===== src/rtl/fetch_ctrl.sv =====
// Instruction fetch controller: sequences PC updates, IF/ID latch control and
// redirect handling around a variable-latency instruction memory.
module fetch_ctrl #(
   parameter logic [29:0] START_ADDR = 30'h0000BFF
) (
   input  logic        clk,
   input  logic        reset,
   input  logic [29:0] PC,
   input  logic        jmp,
   input  logic [29:0] jmp_target,
   input  logic        br_taken,
   input  logic [29:0] br_target,
   input  logic        hazard_stall,
   input  logic        imem_ready,
   output logic        imem_req,
   output logic [29:0] NPC,
   output logic        PCWrite,
   output logic        IFIDWrite,
   output logic        IFIDFlush,
   output logic [1:0]  state,
   output logic [31:0] fetch_cnt,
   output logic [15:0] stall_cnt
);

   typedef enum logic [1:0] {BOOT = 2'd0, FETCH = 2'd1, MEMWAIT = 2'd2, REDIR = 2'd3} state_t;

   state_t      st;
   logic [29:0] redir_q;
   logic        active;
   logic        redirect;
   logic        in_redir;
   logic [29:0] tgt;

   assign state = st;

   always_comb begin
      active    = (st != BOOT);
      in_redir  = (st == REDIR);
      redirect  = jmp | br_taken;
      tgt       = jmp ? jmp_target : br_target;
      imem_req  = active;
      PCWrite   = active & imem_ready & (~hazard_stall | redirect | in_redir);
      IFIDFlush = active & (redirect | (in_redir & imem_ready));
      IFIDWrite = active & imem_ready & ~hazard_stall & ~IFIDFlush;
      // A live redirect overrides a pending one; otherwise replay the latched target.
      if (redirect)
         NPC = tgt;
      else if (in_redir)
         NPC = redir_q;
      else
         NPC = PC + 30'd1;
   end

   always_ff @(posedge clk or negedge reset) begin
      if (!reset) begin
         st        <= BOOT;
         redir_q   <= START_ADDR;
         fetch_cnt <= 32'd0;
         stall_cnt <= 16'd0;
      end else begin
         if (PCWrite)
            fetch_cnt <= fetch_cnt + 32'd1;
         if (active && !PCWrite && stall_cnt != 16'hFFFF)
            stall_cnt <= stall_cnt + 16'd1;

         case (st)
            BOOT: st <= FETCH;
            FETCH, MEMWAIT: begin
               if (imem_ready) begin
                  st <= FETCH;
               end else if (redirect) begin
                  st      <= REDIR;
                  redir_q <= tgt;
               end else begin
                  st <= MEMWAIT;
               end
            end
            REDIR: begin
               // Hold the redirect until memory accepts; the newest target wins.
               if (imem_ready)
                  st <= FETCH;
               else if (redirect)
                  redir_q <= tgt;
            end
            default: st <= BOOT;
         endcase
      end
   end

endmodule


===== config.mk =====
export PLATFORM = sky130hd
export DESIGN_NAME = fetch_ctrl
export DESIGN_NICKNAME = d
export VERILOG_FILES = /design/src/rtl/fetch_ctrl.sv
export SDC_FILE = /design/constraint.sdc
export NUM_CORES = 1
export LEC_CHECK = 0
export BUFFER_PORTS_ARGS = -buffer_cell sky130_fd_sc_hd__buf_2
export CORE_ASPECT_RATIO = 0.7
export CORE_MARGIN = 1
export CORE_UTILIZATION = 34
export CTS_CLUSTER_SIZE = 16
export DETAILED_ROUTE_END_ITERATION = 6
export MAX_ROUTING_LAYER = met4
export PLACE_DENSITY = 0.7
export SYNTH_ARGS = -nofsm -noshare
export SYNTH_HDL_FRONTEND = slang
export SYNTH_SLANG_ARGS = --single-unit

===== constraint.sdc =====
create_clock -name clk -period 2.21 [get_ports clk]
set_clock_uncertainty 0.1 [all_clocks]
set_input_delay 0 -clock clk [delete_from_list [all_inputs] [get_ports clk]]
set_output_delay 0 -clock clk [all_outputs]
set_load 0.005 [all_outputs]

# Yosys cells after proc, flatten, opt, wreduce, memory -nomap -nowiden
# Cells that the tools add are included.
# word_totals
ramBits,0
latchBits,0
reg_bits,80
wordCells,40
out_inout_bits,84
rom_bits,0
n_memories,0
# classes
n_bitwise,13
eq_ne,5
n_lt_le_gt_ge,0
muxes,7
n_addsub,3
mul,0
div,0
shifts,0
reduce_logical,8
# ops
operator,n
2-to-1 mux 30 bit,3
adder 32 x 1 -> 32 bit (second input constant),1
adder 30 x 1 -> 30 bit (second input constant),1
adder 16 x 1 -> 16 bit (second input constant),1
inequality test 16 bit (second input constant),1
bitwise AND 1 bit,6
case mux 2 bit (3 select lines),1
== test 2 bit (second input constant),2
2-to-1 mux 2 bit,2
bitwise OR 1 bit,4
inverter 1 bit,3
AND reduction 3 bit,1
OR reduction 3 bit,1
== test 2 x 1 -> 1 bit (second input constant),1
logical AND 1 bit,2
logical NOT 2 bit,1
inequality test 2 bit (second input constant),1
nonzero test 2 bit,1
OR reduction 2 bit,1
logical NOT 1 bit,1
2-to-1 mux 1 bit,1

# Logic depth before layout (Yosys ltp)
# depth
word_depth,7
mapped_depth,9
ltp_nobuf,7

# Least setup slack after synthesis
# Ideal clock, no wire load.
# synth_timing
path_kind,register to register
start,"register st[0], in the netlist state[0]"
end,register stall_cnt[14]
stages_incl_launch_ff,7
path_slack_ns,-0.224
period_less_slack_ns,2.434
arrival_ns,2.207
n_path_buf,1
path_cell_list,dfrtp_1 -> ha_1 -> buf_6 -> or4b_4 -> a2111oi_4 -> nand4_1 -> mux2_1
# synth_between
elab_chain_cells,6
# synth_lines
element,line_no,source
start: declaration,27,state_t st;
start signal: assignment,56,st <= BOOT;
start signal: assignment,67,BOOT: st <= FETCH;
start signal: assignment,70,st <= FETCH;
== test 2 bit / nonzero test 2 bit (equally long branches),"38, 37",
bitwise OR 1 bit / bitwise AND 1 bit (equally long branches),42,PCWrite = active & imem_ready & (~hazard_stall | redirect | in_redir);
bitwise AND 1 bit,42,
logical NOT 1 bit,63,if (active && !PCWrite && stall_cnt != 16'hFFFF)
logical AND 1 bit * (2 in a row),63,
end signal: assignment,64,stall_cnt <= stall_cnt + 16'd1;
end: declaration,22,output logic [15:0] stall_cnt
# Mark *: on every way between the ends. The rest lies on a longest branch, timed or not.
# A chain may end at the register's enable or synchronous reset.

# Final worst setup path
# Ends and elaborated chain as after synthesis.

==> implementation parameters <==
Parameter                              Value

Detailed routing
  Number of iterations in the first detailed-routing pass ... 5
  Via density per instance ... 5.072
  Number of nets with antenna violations after routing ... 0
  Post-route DRC ... 0
  Final Routed Wirelength ... approximately 15000 microns
  Drt wl/cell ... approximately 15 microns
  Overall via count from detail_route ... ~5100
  First DRT Iteration DRCs ... roughly 360

Logic synthesis
  Post-synthesis share of cell area spent on full adders, half adders and majority gates ... 1.248%
  EDFF count, synth ... 0
  Async set-or-reset flop fraction in the synthesized netlist ... between 90% and 100%
  Cell types occupying the most area after synthesis ... dfrtp_1 (34%), xnor2_1 (8.4%), mux2i_1 (5.8%), dfstp_2 (5.8%), a21oi_1 (4.7%)
  Compound-gate portion of the synthesized area ... 14.50%
  Avg Cell Area, Syn ... 8.827 sq um
  Most used DFF post-synth ... dfrtp_1
  Fraction of the yosys area taken by sequential cells ... 40.20%
  Mux share of post-synthesis cell area ... about 6.7%
  Simple logic cell fraction of the synthesized area ... between 20% and 30%
  Post-synthesis share of cell area spent on xor and xnor gates ... 12.40%
  Most area-hungry cell type in the Yosys netlist ... dfrtp_1
  Leading cell type by number of instances after synthesis ... dfrtp_1
  Largest family of logic cells by synthesized area ... simple AND/OR/NAND/NOR gates
  Yosys warning total ... 0
  Number of different library cells in the post-synthesis netlist ... 50
  Number of instances in the synthesized netlist ... about 570
  Area of the mapped netlist ... about 0.005 sq mm
  Area fraction of the dominant cell type after synthesis ... 34.44%
  Net count after synthesis ... around 670
  FF+latch count, synth ... 80
  Ranking of synthesized cells by instance count ... dfrtp_1 (69), nand2_1 (56), xnor2_1 (48)

Timing
  Worst-case hold slack ... 21.02 ps
  Count of final hold-check violations ... 0
  Final max-slew violation count ... 0
  Final setup fails ... 1
  Final WS setup ... -65.33 ps
  RSZ-0062 raised after global routing ... yes
  Fin crit period ... 2275 ps
  Worst Max-Slew Pin Slew ... 581.8 ps
  Achievable Freq ... 439.5 MHz
  Max_slew headroom ... slightly above 60%
  Fraction of the cycle the final worst path needs ... 103.0%

Finish
  Final-layout fill cell count ... approximately 1300
  Area grow syn2layout ... 44.02%
  Area taken by multi-input logic gates ... between 0.002 and 0.003 sq mm
  Final layout net count ... roughly 910
  Post-route core utilization ... approximately half
  Fraction of layout cells with a size suffix above 1 ... a little under a third
  Area occupied by registers ... 0.002016 sq mm

Clock tree
  Clock slew at the register clock pins of the worst setup and hold paths ... roughly 60 ps
  Deepest level of the CTS H-tree ... 3
  Max Buffers Root-to-Sink ... 2
  Clock root buffer master ... clkbuf_16
  Number of sinks driven by the clock tree ... 80
  Latest clock arrival within the worst-skew pair ... 330 ps
  Clock tree from TritonCTS ... done
  CTS Buf Count ... 9

Placement
  Port Buf Inserts ... between 150 and 200
  Global placer's final weighted congestion ... approximately 0.87
  Dpl hpwl ... between 10000 and 15000 microns
  Worst setup slack after placement ... -57.72 ps

Setup path
  Crit Path Max Fanout ... 6
  Critical-path top delay cell ... or4b_4
  Worst Setup Start Kind ... flop
  Worst path arrival time ... approximately 2400 ps
  Endpoint required time on the critical path ... between 2000 and 2500 ps
  Combined buffer and inverter count along the critical path ... 0
  Crit. End Element ... flop
  Cell type group with the largest total delay on the critical path ... simple AND/OR/NAND/NOR gates
  Highest cell delay on the worst timing path ... roughly 540 ps
  Cells along the critical path ... ha_2 > or4b_4 > a2111oi_4 > nand4_1 > mux2_4
  Type of the setup path with the least slack ... reg -> reg

Global route
  Number of global-route vias before repair ... roughly 4700
  Total routing usage reported by global routing ... 19.75%
  Maximum number of pins on one net before global-route repair ... 61
  Final global-route overflow total ... 0
  Wire length of the first global-routing pass ... 23560 microns
  Number of antenna violations at the first check in global routing ... 2

Pwr
  Cell area power density ... approximately 700 mW/mm^2
  Largest voltage drop on the vdd net ... about 0.53 mV
  Static leakage power ... 0.003350 uW

Floorplan
  Core Footprint ... between 0.01 and 0.015 sq mm
  Horizontal die dimension ... ~150 microns
  Total Die Area ... 0.01524 sq mm
  Starting density of the core ... 35.45%
  Count of boundary I/O pins ... 180
  Die height ... just over 100 microns
  # rows ... 36

Flow run
  Number of violations of the max-capacitance limit ... 0

Hold path
  Worst min-delay path category ... in -> async

Outcome
  Result of the run ... finished, violations left
  Failing checks ... negative setup slack
layer usage:
layer	track usage (%)	up-vias	part of all wire [%]
met3	3.348	17	5.3
met5	-	-	0
met2	29.85	156	46
li1	-	2514	-
met1	27.23	2405	47
met4	5.376	0	1.5
cell families (layout without fill, tap and decap cells):
| group | count (synthesis) | after routing |
|---|---|---|
| flops | 80 | 80 |
| simple gates | 207 | 208 |
| other cells | 0 | 2 |
| buf+inv | 50 | 293 |
| compound gates | 122 | 122 |
| fa+ha+maj | 5 | 5 |
| xor+xnor | 71 | 71 |
| mux | 33 | 33 |
final cells by class:
cell class | instances | area share, %
multi-input cells | 439 | 39.72
flip-flops and latches | 80 | 27.92
repair buffers | 262 | 23.51
clock buffers | 13 | 3.466
well taps | 190 | 3.292
clock inverters | 3 | 1.248
inverters | 15 | 0.7798
diodes | 2 | 0.06931
state kept, by name (all words and copies together) (netlist names):
name and count:
state 2, stall_cnt 16, fetch_cnt 32, redir_q 30
power by group:
group / internal, uW / switching [uW] / total (uW)
Clock: 1140 / 560 / 1700
Combinational: 687 / 701 / 1390
Sequential: 1720 / 246 / 1970
Total: 3550 / 1510 / 5050
through the flow:
step                cell area [sq um]  std cells  setup TNS [ps]  power [uW]
finish                           7221       1004          -65.33        5052
global placement                 6173        921          -29.90        3191
detailed placement               6173        921          -120.9        3222
CTS                              7136        999          -61.38        5050
global route                     7221       1004           -1173        5345
floorplan                        5029        568          -347.3        2661
timing repair:
item,CTS,global route
hold endpoints to repair,111,0
cloned,0,1
setup endpoints to repair,22,62
hold buffers,61,0
setup buffers,1,2
gates resized for setup,2,18
pin swaps,2,3
layout by cell type (no fill, tap or decap), types with 3 or more instances in the layout:
cell type / synthesis / layout
a221o_1: 3 / 3
xor2_1: 23 / 23
xnor2_1: 48 / 48
o211ai_1: 3 / 3
nand3_1: 26 / 25
and4_1: 11 / 9
dlygate4sd3_1: 0 / 61
nand2_1: 56 / 56
buf_2: 2 / 178
clkbuf_16: 0 / 9
a21oi_1: 47 / 46
a22oi_1: 3 / 3
mux2_2: 3 / 3
o22ai_1: 17 / 17
inv_1: 14 / 14
dfstp_2: 11 / 11
mux2i_1: 29 / 29
dfrtp_1: 69 / 69
o21ai_0: 35 / 34
nand4_1: 25 / 25
clkbuf_1: 28 / 3
a211oi_1: 4 / 4
nor2_1: 39 / 38
buf_4: 1 / 19
buf_6: 1 / 3
bufinv_16: 0 / 3
nor2b_1: 4 / 3
ha_1: 5 / 4
nand2b_1: 5 / 5
and3_1: 10 / 10
nor3_1: 18 / 16
final timing paths:
kind	end	start	slack, ps	cells past startpoint
worst min-delay path	fetch_cnt[13]	reset	20	2
worst min register to register	redir_q[16]	redir_q[16]	370	2
max in group asynchronous	redir_q[1]	reset	1400	3
min in group clk	redir_q[28]	br_target[28]	30	4
worst max-delay path	stall_cnt[14]	state[0]	-70	5
worst max register to register	stall_cnt[14]	state[0]	-70	5
Power figures use the tool's default switching activity.
